==> src/rtl/osp_cmd_pkg.sv <==
// Shared constants, state encoding and helpers for the OSP command engine.
package osp_cmd_pkg;

  localparam logic [3:0] OpClr = 4'h0;
  localparam logic [3:0] OpPm  = 4'h1;
  localparam logic [3:0] OpSd  = 4'h5;
  localparam logic [3:0] OpRst = 4'h6;

  localparam logic [3:0] PuIdle    = 4'h0;
  localparam logic [3:0] PuWaitS2  = 4'h1;
  localparam logic [3:0] PuWaitS4  = 4'h2;
  localparam logic [3:0] PuWaitSpm = 4'h3;
  localparam logic [3:0] PuPass    = 4'h8;
  localparam logic [3:0] PuTmo     = 4'h9;
  localparam logic [3:0] PuAbort   = 4'hF;

  localparam int unsigned ErrCmd   = 0;
  localparam int unsigned ErrOvf   = 1;
  localparam int unsigned ErrTmo   = 2;
  localparam int unsigned ErrFault = 3;

  typedef enum logic [2:0] {
    StIdle, StDecode, StPmRun, StSdRun, StRstPulse, StAbort
  } state_e;

  function automatic logic pu_busy(input logic [3:0] n);
    return (n == PuWaitS2) || (n == PuWaitS4) || (n == PuWaitSpm);
  endfunction

  function automatic logic [3:0] pu_next(input logic [3:0] n);
    case (n)
      PuWaitS2:  return PuWaitS4;
      PuWaitS4:  return PuWaitSpm;
      PuWaitSpm: return PuPass;
      default:   return n;
    endcase
  endfunction

endpackage

==> src/rtl/osp_cmd_engine_if.sv <==
// MCU command and OSP monitor/control signal bundle for the command engine.
interface osp_cmd_engine_if #(
  parameter int unsigned NCH        = 4,
  parameter int unsigned FIFO_DEPTH = 4
);
  localparam int unsigned LW = $clog2(FIFO_DEPTH) + 1;

  logic [15:0]      mcu_cmd;
  logic             mcu_cmd_write;
  logic [NCH-1:0]   s2_norm_period;
  logic [NCH-1:0]   s4_norm_period;
  logic [NCH-1:0]   spm_done;
  logic             sys_hard_fault;
  logic [NCH-1:0]   osp_pu_req;
  logic [NCH-1:0]   osp_sd_req;
  logic [NCH-1:0]   osp_rst_n;
  logic [4*NCH-1:0] putest_status;
  logic [NCH-1:0]   sdtest_status;
  logic [NCH-1:0]   osprst_status;
  logic             cmd_busy;
  logic [3:0]       cmd_err;
  logic [LW-1:0]    fifo_level;

  modport master (
    output mcu_cmd, mcu_cmd_write, s2_norm_period, s4_norm_period, spm_done, sys_hard_fault,
    input  osp_pu_req, osp_sd_req, osp_rst_n, putest_status, sdtest_status, osprst_status,
           cmd_busy, cmd_err, fifo_level
  );

  modport slave (
    input  mcu_cmd, mcu_cmd_write, s2_norm_period, s4_norm_period, spm_done, sys_hard_fault,
    output osp_pu_req, osp_sd_req, osp_rst_n, putest_status, sdtest_status, osprst_status,
           cmd_busy, cmd_err, fifo_level
  );
endinterface

==> src/rtl/osp_cmd_fifo.sv <==
// Synchronous command FIFO with flush; a push into a full FIFO is dropped unless a pop frees room.
module osp_cmd_fifo #(
  parameter int unsigned WIDTH = 16,
  parameter int unsigned DEPTH = 4
) (
  input  logic                     clk,
  input  logic                     reset_n,
  input  logic                     i_push,
  input  logic                     i_pop,
  input  logic                     i_flush,
  input  logic [WIDTH-1:0]         i_data,
  output logic [WIDTH-1:0]         o_data,
  output logic                     o_full,
  output logic                     o_empty,
  output logic                     o_ovf,
  output logic [$clog2(DEPTH):0]   o_level
);
  localparam int unsigned AW = $clog2(DEPTH);

  logic [WIDTH-1:0] r_mem [DEPTH];
  logic [AW-1:0]    r_wr;
  logic [AW-1:0]    r_rd;
  logic [AW:0]      r_cnt;
  logic             w_do_push;
  logic             w_do_pop;

  assign o_full    = (r_cnt == (AW+1)'(DEPTH));
  assign o_empty   = (r_cnt == '0);
  assign o_level   = r_cnt;
  assign o_data    = r_mem[r_rd];
  assign w_do_pop  = i_pop && !o_empty && !i_flush;
  assign w_do_push = i_push && !i_flush && (!o_full || w_do_pop);
  assign o_ovf     = i_push && !i_flush && o_full && !w_do_pop;

  always_ff @(posedge clk or negedge reset_n) begin
    if (!reset_n) begin
      r_wr  <= '0;
      r_rd  <= '0;
      r_cnt <= '0;
    end else if (i_flush) begin
      r_wr  <= '0;
      r_rd  <= '0;
      r_cnt <= '0;
    end else begin
      if (w_do_push) r_wr <= r_wr + AW'(1);
      if (w_do_pop)  r_rd <= r_rd + AW'(1);
      case ({w_do_push, w_do_pop})
        2'b10:   r_cnt <= r_cnt + (AW+1)'(1);
        2'b01:   r_cnt <= r_cnt - (AW+1)'(1);
        default: r_cnt <= r_cnt;
      endcase
    end
  end

  always_ff @(posedge clk) begin
    if (w_do_push) r_mem[r_wr] <= i_data;
  end
endmodule

==> src/rtl/osp_cmd_engine.sv <==
// Multi-channel OSP command sequencer: FIFO-fed decode of PM / SD / RST / CLR commands per mask.
module osp_cmd_engine
  import osp_cmd_pkg::*;
#(
  parameter int unsigned NCH        = 4,
  parameter int unsigned FIFO_DEPTH = 4,
  parameter logic [7:0]  CMD_KEY    = 8'h24,
  parameter int unsigned TMO_W      = 16,
  parameter int unsigned TMO_CYC    = 1000,
  parameter int unsigned RST_CYC    = 8
) (
  input logic              clk,
  input logic              reset_n,
  osp_cmd_engine_if.slave  bus
);
  localparam int unsigned LW = $clog2(FIFO_DEPTH) + 1;

  state_e           r_state;
  logic [15:0]      r_cmd;
  logic [TMO_W-1:0] r_tmo;
  logic [NCH-1:0]   r_pu, r_sd, r_rst_n, r_sdtest, r_osprst;
  logic [4*NCH-1:0] r_putest;
  logic [3:0]       r_err;

  logic [15:0]      w_head;
  logic             w_full, w_empty, w_ovf, w_push, w_pop, w_flush, w_fault;
  logic [LW-1:0]    w_level;
  logic [NCH-1:0]   w_mask, w_pm_adv, w_sd_adv;
  logic             w_pm_done, w_sd_done, w_tmo_hit, w_valid_clr, w_valid_run;
  logic [3:0]       w_op;

  assign w_fault = bus.sys_hard_fault;
  assign w_push  = bus.mcu_cmd_write && !w_fault;
  assign w_pop   = (r_state == StIdle) && !w_fault;
  assign w_flush = (r_state == StAbort) || ((r_state == StIdle) && w_fault);

  osp_cmd_fifo #(.WIDTH(16), .DEPTH(FIFO_DEPTH)) u_fifo (
    .clk     (clk),
    .reset_n (reset_n),
    .i_push  (w_push),
    .i_pop   (w_pop),
    .i_flush (w_flush),
    .i_data  (bus.mcu_cmd),
    .o_data  (w_head),
    .o_full  (w_full),
    .o_empty (w_empty),
    .o_ovf   (w_ovf),
    .o_level (w_level)
  );

  // Slicing to NCH bits drops mask bits for channels that do not exist.
  assign w_mask      = r_cmd[4 +: NCH];
  assign w_op        = r_cmd[3:0];
  assign w_valid_clr = (r_cmd[15:8] == CMD_KEY) && (w_op == OpClr);
  assign w_valid_run = (r_cmd[15:8] == CMD_KEY) && (|w_mask) &&
                       ((w_op == OpPm) || (w_op == OpSd) || (w_op == OpRst));
  assign w_tmo_hit   = (r_tmo == TMO_W'(TMO_CYC));

  always_comb begin
    w_pm_adv  = '0;
    w_sd_adv  = '0;
    w_pm_done = 1'b1;
    w_sd_done = 1'b1;
    for (int unsigned i = 0; i < NCH; i++) begin
      if (w_mask[i]) begin
        if (((r_putest[4*i +: 4] == PuWaitS2)  && bus.s2_norm_period[i]) ||
            ((r_putest[4*i +: 4] == PuWaitS4)  && bus.s4_norm_period[i]) ||
            ((r_putest[4*i +: 4] == PuWaitSpm) && bus.spm_done[i])) begin
          w_pm_adv[i] = 1'b1;
        end
        if ((r_putest[4*i +: 4] != PuPass) && (r_putest[4*i +: 4] != PuTmo)) w_pm_done = 1'b0;
        if (r_sd[i] && !bus.s2_norm_period[i] && !bus.s4_norm_period[i]) w_sd_adv[i] = 1'b1;
        if (r_sd[i]) w_sd_done = 1'b0;
      end
    end
  end

  always_ff @(posedge clk or negedge reset_n) begin
    if (!reset_n) begin
      r_state  <= StIdle;
      r_cmd    <= '0;
      r_tmo    <= '0;
      r_pu     <= '0;
      r_sd     <= '0;
      r_rst_n  <= '1;
      r_sdtest <= '0;
      r_osprst <= '0;
      r_putest <= '0;
      r_err    <= '0;
    end else begin
      unique case (r_state)
        StIdle: begin
          if (!w_fault && !w_empty) begin
            r_cmd   <= w_head;
            r_state <= StDecode;
          end
        end
        StDecode: begin
          if (w_fault) begin
            r_state <= StAbort;
          end else if (w_valid_clr) begin
            r_err    <= '0;
            r_putest <= '0;
            r_sdtest <= '0;
            r_osprst <= '0;
            r_state  <= StIdle;
          end else if (!w_valid_run) begin
            r_err[ErrCmd] <= 1'b1;
            r_state       <= StIdle;
          end else begin
            r_tmo <= '0;
            for (int unsigned i = 0; i < NCH; i++) begin
              if (w_mask[i]) begin
                case (w_op)
                  OpPm: begin
                    r_putest[4*i +: 4] <= PuWaitS2;
                    r_pu[i]            <= 1'b1;
                  end
                  OpSd: begin
                    r_sdtest[i] <= 1'b0;
                    r_pu[i]     <= 1'b0;
                    r_sd[i]     <= 1'b1;
                  end
                  default: begin
                    r_osprst[i] <= 1'b0;
                    r_rst_n[i]  <= 1'b0;
                  end
                endcase
              end
            end
            case (w_op)
              OpPm:    r_state <= StPmRun;
              OpSd:    r_state <= StSdRun;
              default: r_state <= StRstPulse;
            endcase
          end
        end
        StPmRun: begin
          if (w_fault) begin
            r_state <= StAbort;
          end else if (w_pm_done) begin
            r_state <= StIdle;
          end else if (w_tmo_hit) begin
            r_err[ErrTmo] <= 1'b1;
            for (int unsigned i = 0; i < NCH; i++) begin
              if (w_mask[i] && pu_busy(r_putest[4*i +: 4])) begin
                r_putest[4*i +: 4] <= PuTmo;
                r_pu[i]            <= 1'b0;
              end
            end
            r_state <= StIdle;
          end else begin
            for (int unsigned i = 0; i < NCH; i++) begin
              if (w_pm_adv[i]) r_putest[4*i +: 4] <= pu_next(r_putest[4*i +: 4]);
            end
            r_tmo <= (|w_pm_adv) ? '0 : r_tmo + TMO_W'(1);
          end
        end
        StSdRun: begin
          if (w_fault) begin
            r_state <= StAbort;
          end else if (w_sd_done) begin
            r_state <= StIdle;
          end else if (w_tmo_hit) begin
            r_err[ErrTmo] <= 1'b1;
            r_sd          <= r_sd & ~w_mask;
            r_state       <= StIdle;
          end else begin
            r_sdtest <= r_sdtest | w_sd_adv;
            r_sd     <= r_sd & ~w_sd_adv;
            r_tmo    <= (|w_sd_adv) ? '0 : r_tmo + TMO_W'(1);
          end
        end
        StRstPulse: begin
          if (w_fault) begin
            r_state <= StAbort;
          end else if (r_tmo == TMO_W'(RST_CYC - 1)) begin
            for (int unsigned i = 0; i < NCH; i++) begin
              if (w_mask[i]) begin
                r_rst_n[i]         <= 1'b1;
                r_osprst[i]        <= 1'b1;
                r_putest[4*i +: 4] <= PuIdle;
                r_sdtest[i]        <= 1'b0;
                r_pu[i]            <= 1'b0;
              end
            end
            r_state <= StIdle;
          end else begin
            r_tmo <= r_tmo + TMO_W'(1);
          end
        end
        StAbort: begin
          r_pu    <= '0;
          r_sd    <= '0;
          r_rst_n <= '1;
          for (int unsigned i = 0; i < NCH; i++) begin
            if (pu_busy(r_putest[4*i +: 4])) r_putest[4*i +: 4] <= PuAbort;
          end
          r_err[ErrFault] <= 1'b1;
          r_state         <= StIdle;
        end
        default: r_state <= StIdle;
      endcase
      // Overflow lands after the case so a same-cycle CLR cannot hide it.
      if (w_ovf) r_err[ErrOvf] <= 1'b1;
    end
  end

  assign bus.osp_pu_req    = r_pu;
  assign bus.osp_sd_req    = r_sd;
  assign bus.osp_rst_n     = r_rst_n;
  assign bus.putest_status = r_putest;
  assign bus.sdtest_status = r_sdtest;
  assign bus.osprst_status = r_osprst;
  assign bus.cmd_err       = r_err;
  assign bus.cmd_busy      = (r_state != StIdle);
  assign bus.fifo_level    = w_level;
endmodule

==> src/flat_wrapper.sv <==
// flat-port wrapper written by rule: the top's interface ports become plain ports
module osp_cmd_engine_flat import osp_cmd_pkg::*;
#(
  parameter int unsigned NCH        = 4,
  parameter int unsigned FIFO_DEPTH = 4,
  parameter logic [7:0]  CMD_KEY    = 8'h24,
  parameter int unsigned TMO_W      = 16,
  parameter int unsigned TMO_CYC    = 1000,
  parameter int unsigned RST_CYC    = 8
)
  (clk, reset_n, bus_mcu_cmd, bus_mcu_cmd_write, bus_s2_norm_period, bus_s4_norm_period, bus_spm_done, bus_sys_hard_fault, bus_osp_pu_req, bus_osp_sd_req, bus_osp_rst_n, bus_putest_status, bus_sdtest_status, bus_osprst_status, bus_cmd_busy, bus_cmd_err, bus_fifo_level);
  osp_cmd_engine_if #(.NCH(NCH), .FIFO_DEPTH(FIFO_DEPTH)) bus_i ();
  input logic clk;
  input logic reset_n;
  input wire logic [$bits(bus_i.mcu_cmd)-1:0] bus_mcu_cmd;
  input wire logic [$bits(bus_i.mcu_cmd_write)-1:0] bus_mcu_cmd_write;
  input wire logic [$bits(bus_i.s2_norm_period)-1:0] bus_s2_norm_period;
  input wire logic [$bits(bus_i.s4_norm_period)-1:0] bus_s4_norm_period;
  input wire logic [$bits(bus_i.spm_done)-1:0] bus_spm_done;
  input wire logic [$bits(bus_i.sys_hard_fault)-1:0] bus_sys_hard_fault;
  output wire logic [$bits(bus_i.osp_pu_req)-1:0] bus_osp_pu_req;
  output wire logic [$bits(bus_i.osp_sd_req)-1:0] bus_osp_sd_req;
  output wire logic [$bits(bus_i.osp_rst_n)-1:0] bus_osp_rst_n;
  output wire logic [$bits(bus_i.putest_status)-1:0] bus_putest_status;
  output wire logic [$bits(bus_i.sdtest_status)-1:0] bus_sdtest_status;
  output wire logic [$bits(bus_i.osprst_status)-1:0] bus_osprst_status;
  output wire logic [$bits(bus_i.cmd_busy)-1:0] bus_cmd_busy;
  output wire logic [$bits(bus_i.cmd_err)-1:0] bus_cmd_err;
  output wire logic [$bits(bus_i.fifo_level)-1:0] bus_fifo_level;
  assign bus_i.mcu_cmd = bus_mcu_cmd;
  assign bus_i.mcu_cmd_write = bus_mcu_cmd_write;
  assign bus_i.s2_norm_period = bus_s2_norm_period;
  assign bus_i.s4_norm_period = bus_s4_norm_period;
  assign bus_i.spm_done = bus_spm_done;
  assign bus_i.sys_hard_fault = bus_sys_hard_fault;
  assign bus_osp_pu_req = bus_i.osp_pu_req;
  assign bus_osp_sd_req = bus_i.osp_sd_req;
  assign bus_osp_rst_n = bus_i.osp_rst_n;
  assign bus_putest_status = bus_i.putest_status;
  assign bus_sdtest_status = bus_i.sdtest_status;
  assign bus_osprst_status = bus_i.osprst_status;
  assign bus_cmd_busy = bus_i.cmd_busy;
  assign bus_cmd_err = bus_i.cmd_err;
  assign bus_fifo_level = bus_i.fifo_level;
  osp_cmd_engine #(.NCH(NCH), .FIFO_DEPTH(FIFO_DEPTH), .CMD_KEY(CMD_KEY), .TMO_W(TMO_W), .TMO_CYC(TMO_CYC), .RST_CYC(RST_CYC)) u_core (.clk(clk), .reset_n(reset_n), .bus(bus_i));
endmodule
==> config.mk <==
export PLATFORM = sky130hd
export DESIGN_NAME = osp_cmd_engine_flat
export DESIGN_NICKNAME = d
export VERILOG_FILES = /design/src/rtl/osp_cmd_pkg.sv /design/src/rtl/osp_cmd_engine_if.sv /design/src/rtl/osp_cmd_fifo.sv /design/src/rtl/osp_cmd_engine.sv /design/src/flat_wrapper.sv
export SDC_FILE = /design/constraint.sdc
export NUM_CORES = 1
export LEC_CHECK = 0
export CAP_MARGIN = 20
export CORE_ASPECT_RATIO = 0.5
export CORE_MARGIN = 3
export CORE_UTILIZATION = 55
export CTS_BUF_LIST = sky130_fd_sc_hd__clkbuf_8
export CTS_CLUSTER_SIZE = 10
export DETAILED_ROUTE_END_ITERATION = 7
export GPL_ROUTABILITY_DRIVEN = 0
export PLACE_DENSITY = 0.75
export REMOVE_ABC_BUFFERS = 1
export SYNTH_ARGS = -nofsm -noshare
export SYNTH_HDL_FRONTEND = slang
export SYNTH_SLANG_ARGS = --single-unit
export TNS_END_PERCENT = 20
==> constraint.sdc <==
create_clock -name clk -period 3.5 [get_ports clk]
set_clock_uncertainty 0.1 [all_clocks]
set_input_delay 0.7 -clock clk [delete_from_list [all_inputs] [get_ports clk]]
set_output_delay 0.7 -clock clk [all_outputs]
set_load 0.005 [all_outputs]
==> qor.txt <==
Status = complete, no violations
CTS tree = yes
Clock share of power = 0.216
1st-pass router iterations = 6
Max frequency = 0.320 GHz
DRC = 0
FF/Latch Area = 3980 sq um
Skew-Pair Late Insertion Delay = 450 ps
Maximum VDD drop = 335 uV
Synth unique cells = 84
Initial antenna violation count = 0
Comb pwr share = 0.409
Hpwl dp = 12,100 um
Remaining Overflow, GRT = 0
Primary FF master, synth = dfrtp_1
Worst hold path type = in2async
Placed Area = 8400 sq um
CP Cell Sequence = ha_1 -> or4bb_1 -> nor4_4 -> nand2_1 -> or4b_1 -> a2111o_1 -> nor2b_1 -> buf_4 -> a221o_1
Synth-to-layout area growth = 19.9%
Fin nets = 788
Register area share after synthesis = 0.539
XOR/XNOR Fraction of Synth Area = 0.00474
Nature of the critical path endpoint = register
Total number of vias = 5,653
Period utilization = 0.893
Post-Synth Simple-Gate Area = 0.176
Worst-path fanout max = 18
Fillers = 949
Final cell utilization of the core = 0.687
Largest net degree at the start of global routing = 83
Max-cap violations = 0
Multi-input logic area = 3160 sq um
Clk slew on worst S/H paths = 90 ps
Synth async-reset ratio = 0.562
Post_cts resized = 0
TritonCTS Buffers = 17
# Post-CTS Setup Buffers = 0
Worst slew margin relative to its limit = 0.468
Yosys Warn Count = 0
CP Launch Type = register
CP Data Arrival Time = 3370 ps
Final hold violations = 0
Main combinational cell family by area after synthesis = simple AND/OR/NAND/NOR gates
Synth Area in Compound Gates = 0.149
Place WS = 226 ps
RSZ-0062 raised after global routing = no
Num rows = 29
ANT nets after route = 0
Share of cells above drive strength 1 = 0.171
Mapped Area = 7380 sq um
Post-synth EDFFs = 64
Die H = 87.9 um
Die area = 14,900 sq um
Share of power burned in registers = 0.375
Fin. max-slew vios = 0
Worst Hold Margin = 87.5 ps
Total core area = 12,900 sq um
Worst R2R Setup Slack = 370 ps
Psw = 2.52 mW
Leak = 3.53 nW
Adder-cell share of the synthesized area = 0.0129
Iter 0 DRT Violations = 636
Final wirelength = 17,700 um
Initial Util = 0.573
Vias in the first global route = 5,521
Critical path class = reg2reg
CTS root buf = clkbuf_8
CP max stage cell = or4bb_1
First-pass GRT wire length = 28,800 um
DR vias/cell = 6.07
H-Tree Depth = 4
Synth Instances = 655
Mapped Avg Cell Area = 11.3 sq um
Clock Sinks = 146
Cell area after layout = 8850 sq um
Top Ports = 76
Hold buffer count at cts = 0
Clock buffer depth = 2
Mux contribution to synthesized area = 0.0852
Max stage delay on crit path = 540 ps
Width of the die = 170 um
Setup TNS = 0 ps
Drt wl/cell = 19.0 um
Critical Path RT = 3740 ps
Antenna diode count = 0
Overall routing resource usage = 0.249
Power per cell area = 760 nW/um^2
Setup slack after layout = 374 ps
Endpoints failing setup = 0
Port bufs = 75
Pint = 4.21 mW
Flops & latches, synth = 146
Switch share = 0.375
Clock period minus worst slack = 3130 ps
Worst slew pin tran = 798 ps
logic make-up after synthesis:
kind of cell	count (synthesis)
AND/OR/NAND/NOR	256
AO/OA/AOI/OAI	154
flip-flops	146
buffers and inverters	49
multiplexers	39
XOR/XNOR	4
adder cells (fa/ha/maj)	7
worst max-delay path: cells and delay by family, from the launching register on:
family	cells	cell delay, ps
AND/OR/NAND/NOR	5	1280
flip-flops	1	420
AO/OA/AOI/OAI	2	780
adder cells (fa/ha/maj)	1	250
buffers and inverters	1	190
synth_stat cells, types with 3 or more instances:
cell type  count  share of area
o221ai_1       4         0.0047
nand3b_1       5         0.0051
o22a_1         3         0.0036
nand3_1       24          0.016
or3_1          4         0.0034
o21a_1         8         0.0081
or2_1          3         0.0025
o211ai_1       3         0.0031
inv_1         17         0.0086
buf_2          5         0.0034
edfxtp_1      64           0.26
o211a_1        3         0.0041
or3b_2         3         0.0036
o22ai_1        3         0.0025
and2_1         7         0.0059
o311ai_1       3         0.0036
mux2_4         4         0.0081
clkbuf_8       5         0.0093
nand4_1        6         0.0051
mux2i_1        4         0.0054
a21oi_1       26          0.018
dfstp_2        4          0.014
ha_1           6          0.010
a21o_1         6         0.0061
a211oi_1       3         0.0031
dfrtp_1       78           0.26
a22o_1        13          0.015
o21ai_0       33          0.022
nor2b_1        3         0.0025
mux4_2        16          0.049
a31oi_1       11         0.0093
nor2_1        46          0.023
nand2b_1       6         0.0051
o31ai_1        5         0.0051
and3_1        10         0.0085
nor3_1        15          0.010
nand2_1       97          0.049
o22a_2         3         0.0041
mux2_2        15          0.023
clkbuf_1      19         0.0097
a22oi_1        5         0.0051
state kept, by name, indices dropped and copies added, names as in the netlist:
signal and cells:
u_core.bus.osp_sd_req 4, u_core.u_fifo.o_level 3, u_core.bus.sdtest_status 4, u_core.bus.osp_pu_req 4, u_core.u_fifo.r_rd 2, u_core.r_state 3, u_core.bus.cmd_err 4, u_core.bus.putest_status 16
u_core.u_fifo.r_wr 2, u_core.r_tmo 16, u_core.u_fifo.r_mem 64, u_core.r_cmd 16, u_core.bus.osp_rst_n 4, u_core.bus.osprst_status 4
final timing paths:
kind / from / to / cells past startpoint
worst min-delay path: reset_n / u_core.r_tmo[9]$_DFFE_PN0P_ / 1
worst max register to register: u_core.r_tmo[1]$_DFFE_PN0P_ / u_core.r_tmo[4]$_DFFE_PN0P_ / 9
min in group clk: u_core.bus.cmd_err[1]$_DFFE_PN0P_ / u_core.bus.cmd_err[1]$_DFFE_PN0P_ / 2
worst min register to register: u_core.bus.cmd_err[1]$_DFFE_PN0P_ / u_core.bus.cmd_err[1]$_DFFE_PN0P_ / 2
worst max-delay path: u_core.r_tmo[1]$_DFFE_PN0P_ / u_core.r_tmo[4]$_DFFE_PN0P_ / 9
max in group asynchronous: reset_n / u_core.r_cmd[15]$_DFFE_PN0P_ / 2
power by group through the flow:
stage / clock (mW) / sequential (mW) / combinational, mW
after floorplan: 0 / 2.57 / 1.60
after global placement: 0 / 2.54 / 2.67
after detailed placement: 0 / 2.55 / 2.73
after CTS: 1.48 / 2.52 / 2.75
after global routing: 1.56 / 2.57 / 3.02
final: 1.45 / 2.52 / 2.76
cell type report:
class | count | share of cell area
tap | 170 | 0.0240
inverter | 18 | 0.00763
timing repair buffer | 106 | 0.113
sequential | 146 | 0.449
clock buffer | 17 | 0.0264
multi-input combinational | 460 | 0.357
clock inverter | 14 | 0.0223
metrics by stage:
step	cells	total power, mW
final	931	6.73
after global routing	931	7.15
after CTS	930	6.75
after detailed placement	899	5.28
after global placement	899	5.21
after floorplan	624	4.16
layer usage:
| metal | track usage | up-vias | wire [um] |
|---|---|---|---|
| li1 | - | 2640 | - |
| met2 | 0.383 | 228 | 7870 |
| met1 | 0.346 | 2742 | 8070 |
| met4 | 0.102 | 0 | 459 |
| met5 | 0 | - | 0 |
| met3 | 0.0613 | 43 | 1310 |
cell usage in the layout, fill, tap and decap left out, types with 6 or more instances in the layout:
master,netlist,routed
nand2_1,97,97
dfrtp_1,78,78
clkdlybuf4s50_1,0,74
edfxtp_1,64,64
nor2_1,46,46
o21ai_0,33,33
buf_4,0,31
a21oi_1,26,26
nand3_1,24,24
inv_1,17,17
clkbuf_8,5,17
mux4_2,16,16
mux2_2,15,15
nor3_1,15,14
a22o_1,13,13
a31oi_1,11,11
and3_1,10,10
o21a_1,8,8
and2_1,7,7
nand2b_1,6,6
nand4_1,6,6
a21o_1,6,6
ha_1,6,6
No activity file was read; power rests on OpenSTA's default activity.
